==> config.mk <==
export PLATFORM = sky130hd
export DESIGN_NAME = uart_rx_cmd_ctrl
export DESIGN_NICKNAME = d
export VERILOG_FILES = /design/src/rtl/uart_rx_cmd_ctrl.sv
export SDC_FILE = /design/constraint.sdc
export NUM_CORES = 1
export LEC_CHECK = 0
export ABC_AREA = 1
export CORE_MARGIN = 4
export CORE_UTILIZATION = 42
export DETAILED_ROUTE_END_ITERATION = 7
export GPL_TIMING_DRIVEN = 1
export MAX_ROUTING_LAYER = met4
export PLACE_DENSITY = 0.76
export SLEW_MARGIN = 20
export SYNTH_ARGS = -nofsm -noshare
export SYNTH_HDL_FRONTEND = slang
export SYNTH_SLANG_ARGS = --single-unit
export TNS_END_PERCENT = 1
==> constraint.sdc <==
create_clock -name CLK -period 1.3 [get_ports CLK]
set_input_delay 0.325 -clock CLK [delete_from_list [all_inputs] [get_ports CLK]]
set_output_delay 0.325 -clock CLK [all_outputs]
set_load 0.01 [all_outputs]
==> src/rtl/uart_rx_cmd_ctrl.sv <==
// uart_rx_cmd_ctrl: command decoder between the UART receiver, the register
// file and the UART transmitter.
// Frames: AA addr data (write), BB addr (read, byte returned via TX),
// CC cfg (receiver config). Bad opcodes and line errors bump err_count.
// Optional: define CTRL_TIMEOUT_EN to abort partial commands after
// TIMEOUT_CYCLES idle clocks; without it partial commands wait forever.
`timescale 1ns/1ps

module uart_rx_cmd_ctrl #(
    parameter logic [7:0] DEF_CFG        = 8'h21,
    parameter int         TIMEOUT_CYCLES = 4096
) (
    input  logic       CLK,
    input  logic       RST,
    input  logic       rx_data_valid,
    input  logic [7:0] rx_p_data,
    input  logic       rx_frame_err,
    output logic       wr_en,
    output logic       rd_en,
    output logic [7:0] addr,
    output logic [7:0] wr_data,
    input  logic [7:0] rd_data,
    input  logic       rd_data_valid,
    output logic [7:0] tx_data,
    output logic       tx_data_valid,
    input  logic       tx_busy,
    output logic       parity_en,
    output logic       parity_type,
    output logic [4:0] prescale,
    output logic [7:0] err_count
);

    typedef enum logic [2:0] {
        IDLE,
        WR_ADDR,
        WR_DATA,
        RD_ADDR,
        RD_WAIT,
        TX_SEND,
        CFG_DATA
    } state_t;

    localparam logic [7:0] OP_WR  = 8'hAA;
    localparam logic [7:0] OP_RD  = 8'hBB;
    localparam logic [7:0] OP_CFG = 8'hCC;

    state_t     state, state_next;
    logic [7:0] cfg, cfg_next;
    logic [7:0] addr_next, wr_data_next, tx_data_next;
    logic       wr_en_next, rd_en_next, tx_valid_next;
    logic       err_inc;
    logic       byte_ok;   // good byte with no simultaneous line error
    logic       take;      // byte actually consumed by the command path
    logic       timeout;

    assign byte_ok = rx_data_valid & ~rx_frame_err;
    assign take    = byte_ok & ~timeout;

    // Receiver configuration fields; cfg[7] is spare.
    assign parity_en   = cfg[0];
    assign parity_type = cfg[1];
    assign prescale    = cfg[6:2];

`ifdef CTRL_TIMEOUT_EN
    localparam int TMO_W = $clog2(TIMEOUT_CYCLES + 1);

    logic [TMO_W-1:0] tmo_cnt;
    logic             timed_state;

    assign timed_state = (state == WR_ADDR) || (state == WR_DATA) ||
                         (state == RD_ADDR) || (state == CFG_DATA);
    assign timeout     = timed_state && (tmo_cnt == TMO_W'(TIMEOUT_CYCLES));

    // Inter-byte idle counter; restarts on state entry and on every byte.
    always_ff @(posedge CLK or negedge RST) begin
        if (!RST) begin
            tmo_cnt <= '0;
        end else if (!timed_state || (state_next != state) || rx_data_valid) begin
            tmo_cnt <= '0;
        end else begin
            tmo_cnt <= tmo_cnt + 1'b1;
        end
    end
`else
    assign timeout = 1'b0;
`endif

    // State register.
    always_ff @(posedge CLK or negedge RST) begin
        // NOTE: clocked state uses non-blocking (<=) so every flop samples
        // pre-edge values regardless of block ordering.
        if (!RST) begin
            state <= IDLE;
        end else begin
            state <= state_next;
        end
    end

    // Next-state and error-event decode; line errors override byte traffic.
    always_comb begin
        // NOTE: every comb output gets a default first, so no path can
        // leave it unassigned and infer a latch.
        state_next = state;
        err_inc    = 1'b0;
        case (state)
            IDLE: begin
                if (byte_ok) begin
                    case (rx_p_data)
                        OP_WR:   state_next = WR_ADDR;
                        OP_RD:   state_next = RD_ADDR;
                        OP_CFG:  state_next = CFG_DATA;
                        default: err_inc    = 1'b1;
                    endcase
                end
            end
            WR_ADDR:  if (byte_ok) state_next = WR_DATA;
            WR_DATA:  if (byte_ok) state_next = IDLE;
            RD_ADDR:  if (byte_ok) state_next = RD_WAIT;
            RD_WAIT: begin
                if (byte_ok)       err_inc    = 1'b1;
                if (rd_data_valid) state_next = TX_SEND;
            end
            TX_SEND: begin
                if (byte_ok)  err_inc    = 1'b1;
                if (!tx_busy) state_next = IDLE;
            end
            CFG_DATA: if (byte_ok) state_next = IDLE;
            default:  state_next = IDLE;
        endcase

        if (rx_frame_err) begin
            // The read/transmit leg is never aborted by a line error.
            err_inc = 1'b1;
            if (state != RD_WAIT && state != TX_SEND) begin
                state_next = IDLE;
            end
        end else if (timeout) begin
            err_inc    = 1'b1;
            state_next = IDLE;
        end
    end

    // Output decode: next values for strobes, latched fields and cfg.
    always_comb begin
        wr_en_next    = 1'b0;
        rd_en_next    = 1'b0;
        tx_valid_next = tx_data_valid;
        addr_next     = addr;
        wr_data_next  = wr_data;
        tx_data_next  = tx_data;
        cfg_next      = cfg;
        case (state)
            WR_ADDR: if (take) addr_next = rx_p_data;
            WR_DATA: begin
                if (take) begin
                    wr_data_next = rx_p_data;
                    wr_en_next   = 1'b1;
                end
            end
            RD_ADDR: begin
                if (take) begin
                    addr_next  = rx_p_data;
                    rd_en_next = 1'b1;
                end
            end
            RD_WAIT: begin
                if (rd_data_valid) begin
                    tx_data_next  = rd_data;
                    tx_valid_next = 1'b1;
                end
            end
            TX_SEND:  if (!tx_busy) tx_valid_next = 1'b0;
            CFG_DATA: if (take) cfg_next = rx_p_data;
            default: ;
        endcase
    end

    // Registered outputs and configuration byte.
    always_ff @(posedge CLK or negedge RST) begin
        if (!RST) begin
            wr_en         <= 1'b0;
            rd_en         <= 1'b0;
            tx_data_valid <= 1'b0;
            addr          <= '0;
            wr_data       <= '0;
            tx_data       <= '0;
            cfg           <= DEF_CFG;
        end else begin
            wr_en         <= wr_en_next;
            rd_en         <= rd_en_next;
            tx_data_valid <= tx_valid_next;
            addr          <= addr_next;
            wr_data       <= wr_data_next;
            tx_data       <= tx_data_next;
            cfg           <= cfg_next;
        end
    end

    // Saturating error counter, at most one step per cycle.
    always_ff @(posedge CLK or negedge RST) begin
        if (!RST) begin
            err_count <= '0;
        end else if (err_inc && (err_count != 8'hFF)) begin
            err_count <= err_count + 8'd1;
        end
    end

endmodule

==> results of run 1 <==
-- synth_stat cells (all sizes together) --
| master | number |
|---|---|
| o211a | 1 |
| ha | 1 |
| buf | 3 |
| nand2 | 68 |
| o21ai | 19 |
| nor3 | 3 |
| xor2 | 3 |
| dfstp | 2 |
| mux2 | 8 |
| nand4 | 1 |
| a21oi | 11 |
| dfrtp | 43 |
| nand3 | 18 |
| xnor2 | 3 |
| nor4 | 1 |
| nor2 | 19 |
| inv | 25 |
-- how the worst min path moves through the flow --
stage	to	cells past startpoint	slack, ns
6_report	cfg[6]	4	0.46
5_1_grt	cfg[2]	4	0.45
2_1_floorplan	addr[0]	0	0.03
4_1_cts	wr_data[0]	2	0.50
3_5_place_dp	cfg[2]	2	0.32
3_3_place_gp	cfg[2]	2	0.32
-- state kept, by name, summed over array words and instances, names as in the netlist --
signal / flops
state: 3
wr_data: 8
tx_data: 8
wr_en: 1
tx_data_valid: 1
cfg: 7
addr: 8
err_count: 8
rd_en: 1
-- timing repair --
action | in CTS | in global routing
endpoints found under the setup margin | 84 | 61
cloned | 0 | 3
endpoints found under the hold margin | 8 | 0
hold buffers | 1 | 0
setup buffers | 1 | 4
resized for setup | 91 | 39
pin swaps | 5 | 10
-- metrics by stage --
step / area, sq um / cells / setup slack (ns)
6_report: 3320 / 407 / -0.0795
5_1_grt: 3320 / 407 / -0.135
4_1_cts: 3190 / 400 / -0.0592
3_5_place_dp: 3040 / 390 / -0.488
3_3_place_gp: 3040 / 390 / -0.451
2_1_floorplan: 2060 / 229 / -0.00951
-- metal layers --
layer	track usage, %	vias to the layer above	share of wire [%]
li1	-	954	-
met1	22.2	941	42
met2	32.0	56	51
met3	4.06	11	4.9
met4	6.23	0	2.1
met5	-	-	0
-- layout make-up --
cell class	instances	area, sq um
timing repair buffer	104	965
sequential	45	1130
multi-input combinational	158	907
tap	67	83.8
fill	353	1410
inverter	25	93.8
clock inverter	3	68.8
clock buffer	5	68.8
-- power groups by stage --
stage          clock (uW)  sequential, uW  combinational [uW]
2_1_floorplan           0            1860                 315
3_3_place_gp            0            1740                1130
3_5_place_dp            0            1750                1150
4_1_cts              1300            1710                1090
5_1_grt              1360            1750                1240
6_report             1280            1720                1130
-- worst register-to-register path, cell delays in order (launching register included) --
cell,delay (ns)
dfrtp_2,0.47
buf_6,0.14
nor4_4,0.25
buf_4,0.18
buf_12,0.12
nor2_1,0.04
a21oi_1,0.12
-- kinds of logic after synthesis --
kind of cell / Yosys count / synth area share (%)
AOI/OAI and AO/OA: 31 / 7.81
xor gates and xnor gates: 6 / 2.56
adders and majority gates: 1 / 0.610
buffers and inverters: 28 / 5.61
DFF: 45 / 55.0
muxes: 8 / 4.39
and+or+nand+nor: 110 / 24.0
==> results.yml, run 1 <==
run_status:
  status: "finished, violations left"
  violations: "setup timing"
sta:
  maxSlewHeadroom_pct: 83.4
  setup_viol: 15
  grt_setup_unrepaired: "yes"
  finClkSkew_ns: 0.00607
  holdWs_ns: 0.461
  post-route-min-period_ns: 1.38
  maxSlewViolCount: 0
  hold_viol: 0
  fin_crit_sh_pct: 106
  max_freq_ghz: 0.725
  timing.setup.tns_ns: -0.510
  tightest_slew_ns: 0.249
  fin_ws_ns: -0.0795
floorplanning:
  core.rowCount: 25
  core_sq_um: 4720
  ioPinCount: 64
  dieArea_sq_um: 6060
  initial_core_util_pct: 43.4
  fp.dieW_um: 77.9
  dieHeight_um: 77.9
routing:
  vias: 1962
  antenna_left: 0
  first_iter_violations: 121
  wl_per_cell_um: 14.2
  routed_wl_mm: 5.76
  routed_via_density: 4.82
  dr.pass1.iters: 4
  remaining_drc_errors: 0
setup_path:
  arrival_ns: 1.61
  reg2reg_setup_slack_ns: -0.08
  crit_fanout: 7
  worstSetupPathType: "flop to flop"
  crit_path_end_kind: "flop"
  rr_worst_depth: 6
  reg2reg_from: "state[0]"
  path_depth: 6
  cpPeakStageDelay_ns: 0.47
  worstPathRequired_ns: 1.53
  worstPathCellList: "buf_6, nor4_4, buf_4, buf_12, nor2_1, a21oi_1"
  cp_slowest_cell: "dfrtp_2"
  endpoint: "cfg[4]"
  r2r_end: "cfg[4]"
  path_buf_inv: 3
  crit_path_start_kind: "flop"
  cp-startpoint: "state[0]"
  critPathTopFamily: "flip-flops"
finish:
  diodes: 0
  syn_to_final_growth_pct: 61.7
  drive_above_1_share_pct: 29.1
  final_util_pct: 70.2
  fin_nets: 362
  layout.cells.most_common: "nand2_1"
  final_cell_mix: "nand2_1 (62), dfrtp_1 (42), buf_4 (33), clkdlybuf4s15_1 (30)"
clock_tree:
  numCtsBuffers: 5
  cts.sinks: 45
  cts_buffer_depth: 2
  path_clk_slew_ns: 0.09
  clockRootBuffer: "clkbuf_8"
  clk_latency_ns: 0.30
  h-tree-depth: 2
  cts_tree: "built"
global_route:
  grt_pass1_wl_mm: 8.86
  grt_pass1_vias: 1895
  antenna_found_initial: 0
  gr-total-overflow: 0
  grt_use_total_pct: 18.9
  grt_max_degree: 46
pwr:
  power.leakage_uw: 0.00172
  pwr-share-clk_pct: 31.0
  pwr-share-comb_pct: 27.4
  powerDensity_nw_per_um2: 1250
  totalPowerFinal_uw: 4140
  p_seq_share_pct: 41.6
  power.switching_uw: 1180
  power_switching_share_pct: 28.6
  peakVddDrop_mv: 1.17
  p_int_uw: 2950
hold_path:
  hold_path.class: "input pin to flop"
  min_from: "rx_p_data[6]"
yosys:
  ys_seq_area_share_pct: 55.0
  synthDistinctLibCells: 24
  syn_inst: 229
  synthesis.nets: 252
  synth_top_area_cell: "dfrtp_1"
  ys_ff_latch: 45
  synth_top_area_share_pct: 52.5
  syn_area_sq_um: 2050
  postSynthAreaPerCell_sq_um: 8.96
  synth_area_leaders: "dfrtp_1 (52%), nand2_1 (12%), o21ai_0 (4.6%)"
  yosys_warnings: 0
placed_design:
  io_buffers: 63
  dpl.hpwl_mm: 3.83
  place.gp.congestion: 0.837
flow_run:
  drv_cap: 0
Power figures use the tool's default switching activity.
==> run 2, diff against run 1 <==
GPL_ROUTABILITY_DRIVEN = 0   (was not set)
HOLD_SLACK_MARGIN = 0.12   (was not set)
TNS_END_PERCENT = 50   (was 1)
==> run 2 against run 1 <==
The flow still finishes with violations (setup timing). Clock power down 31%. Final cell count grew 3.2%. Design area up 2.8%. Power fell by 7.6%. Hold slack got worse by 0.062 ns. Maximum frequency barely moved. Clock skew rose by 0.00070 ns. Critical path depth increased by 1. First-iteration DRC count is 31% higher. Largest cell class unchanged.
==> results.yml, run 2 (synthesis gave the netlist of run 1 again) <==
setup_path:
  crit_path_start_kind: "flop"
  critical_path.most_common_cell: "buf_4"
  crit_fanout: 7
  critPathTopFamily: "buffers and inverters"
  worstSetupPathType: "flop to flop"
  worstPathRequired_ns: 1.54
  cp_slowest_cell: "dfrtp_2"
  cpPeakStageDelay_ns: 0.48
  worstPathCellList: "buf_6, buf_4, nor4_4, buf_4, buf_12, nor2_2, a21oi_2"
  crit_path_end_kind: "flop"
  arrival_ns: 1.62
  path_buf_inv: 4
finish:
  drive_above_1_share_pct: 39.4
  fin_cells: 420
  fill_cells: 337
  final_cell_mix: "nand2_1 (61), buf_4 (45), dfrtp_1 (41), clkdlybuf4s15_1 (24), inv_1 (19)"
  fin_nets: 375
  final-seq-area_sq_um: 1130
  multi_input_area_sq_um: 990
  syn_to_final_growth_pct: 66.2
  diodes: 0
  layout.cells.most_common: "nand2_1"
routing:
  wl_per_cell_um: 14.3
  remaining_drc_errors: 0
  antenna_left: 0
  routed_via_density: 4.84
  first_iter_violations: 158
  dr.pass1.iters: 4
  routed_wl_mm: 6.01
  vias: 2034
sta:
  hold_viol: 0
  fin_crit_sh_pct: 106
  timing.setup.tns_ns: -0.806
  finClkSkew_ns: 0.00676
  max_freq_ghz: 0.725
  tightest_slew_ns: 0.395
  grt_setup_unrepaired: "yes"
  post-route-min-period_ns: 1.38
  fin_ws_ns: -0.0798
  maxSlewHeadroom_pct: 73.7
  maxSlewViolCount: 0
  setup_viol: 26
global_route:
  grt_use_total_pct: 18.8
  grt_max_degree: 32
  antenna_found_initial: 0
  gr-total-overflow: 0
  grt_pass1_vias: 1923
  grt_pass1_wl_mm: 8.87
hold_path:
  hold_path.class: "input pin to flop"
clock_tree:
  numCtsBuffers: 5
  cts.sinks: 45
  clockRootBuffer: "clkbuf_8"
  cts_tree: "built"
  h-tree-depth: 2
  cts_buffer_depth: 2
  path_clk_slew_ns: 0.09
  clk_latency_ns: 0.30
floorplanning:
  core.rowCount: 25
  core_sq_um: 4720
  initial_core_util_pct: 43.4
  fp.dieW_um: 77.9
  dieArea_sq_um: 6060
  ioPinCount: 64
  dieHeight_um: 77.9
flow_run:
  drv_cap: 0
run_status:
  violations: "setup timing"
  status: "finished, violations left"
placed_design:
  dp_cells: 392
  pre_cts_ws_ns: -0.489
  io_buffers: 63
  dpl.hpwl_mm: 3.90
pwr:
  peakVddDrop_mv: 0.608
  powerDensity_nw_per_um2: 1120
  power.leakage_uw: 0.00179
-- run 2: power by group --
part           internal, uW  switching, uW  leakage (uW)
Combinational           630            577       0.00116
Sequential             1600            134      0.000587
Clock                   382            503     0.0000445
Total                  2610           1210       0.00179
-- run 2: area by class of cell --
| class | instances | share of cell area (%) |
|---|---|---|
| Clock inverter | 3 | 0.624 |
| Clock buffer | 5 | 2.02 |
| Inverter | 25 | 2.83 |
| Sequential cell | 45 | 33.2 |
| Multi-Input combinational cell | 159 | 29.0 |
| Tap cell | 67 | 2.46 |
| Timing Repair Buffer | 116 | 29.8 |
-- run 2: worst min-delay path, stage by stage --
cell	delay, ns
dlymetal6s2s_1	0.12
o21ai_1	0.11
nand2_1	0.08
a21oi_2	0.03
-- run 2: timing repair --
action / 4_1_cts / 5_1_grt
hold buffers: 1 / 0
hold endpoints to repair: 12 / 0
pin swaps: 4 / 14
resized for setup: 88 / 78
buffers inserted: 5 / 10
gates cloned: 0 / 4
endpoints found under the setup margin: 76 / 72
-- run 2: final timing paths --
check                           cells past startpoint  slack, ns          from         end
max in group asynchronous                           3       0.30           RST    state[0]
worst max register to register                      7      -0.08      state[0]      cfg[3]
worst min-delay path                                4       0.40  rx_frame_err    state[1]
min in group asynchronous                           2       0.49           RST      cfg[1]
worst min register to register                      2       0.49    wr_data[2]  wr_data[2]
worst max-delay path                                7      -0.08      state[0]      cfg[3]
-- run 2: per-layer routing --
metal  global-route usage [%]  wire length (um)
met1                     23.1              2560
met2                     31.6              3170
met3                     3.36               210
met4                     5.87                72
met5                        -                 0
-- run 2: per-stage QoR --
stage	power [uW]	utilization [%]	hold slack (ns)	instance area, sq um
final	3820	72.2	0.399	3410
after global routing	4060	72.2	0.432	3410
after CTS	3760	67.5	0.472	3190
after floorplan	2180	-	0.0294	2070
after global placement	2890	64.9	0.264	3060
after detailed placement	2930	64.9	0.271	3060
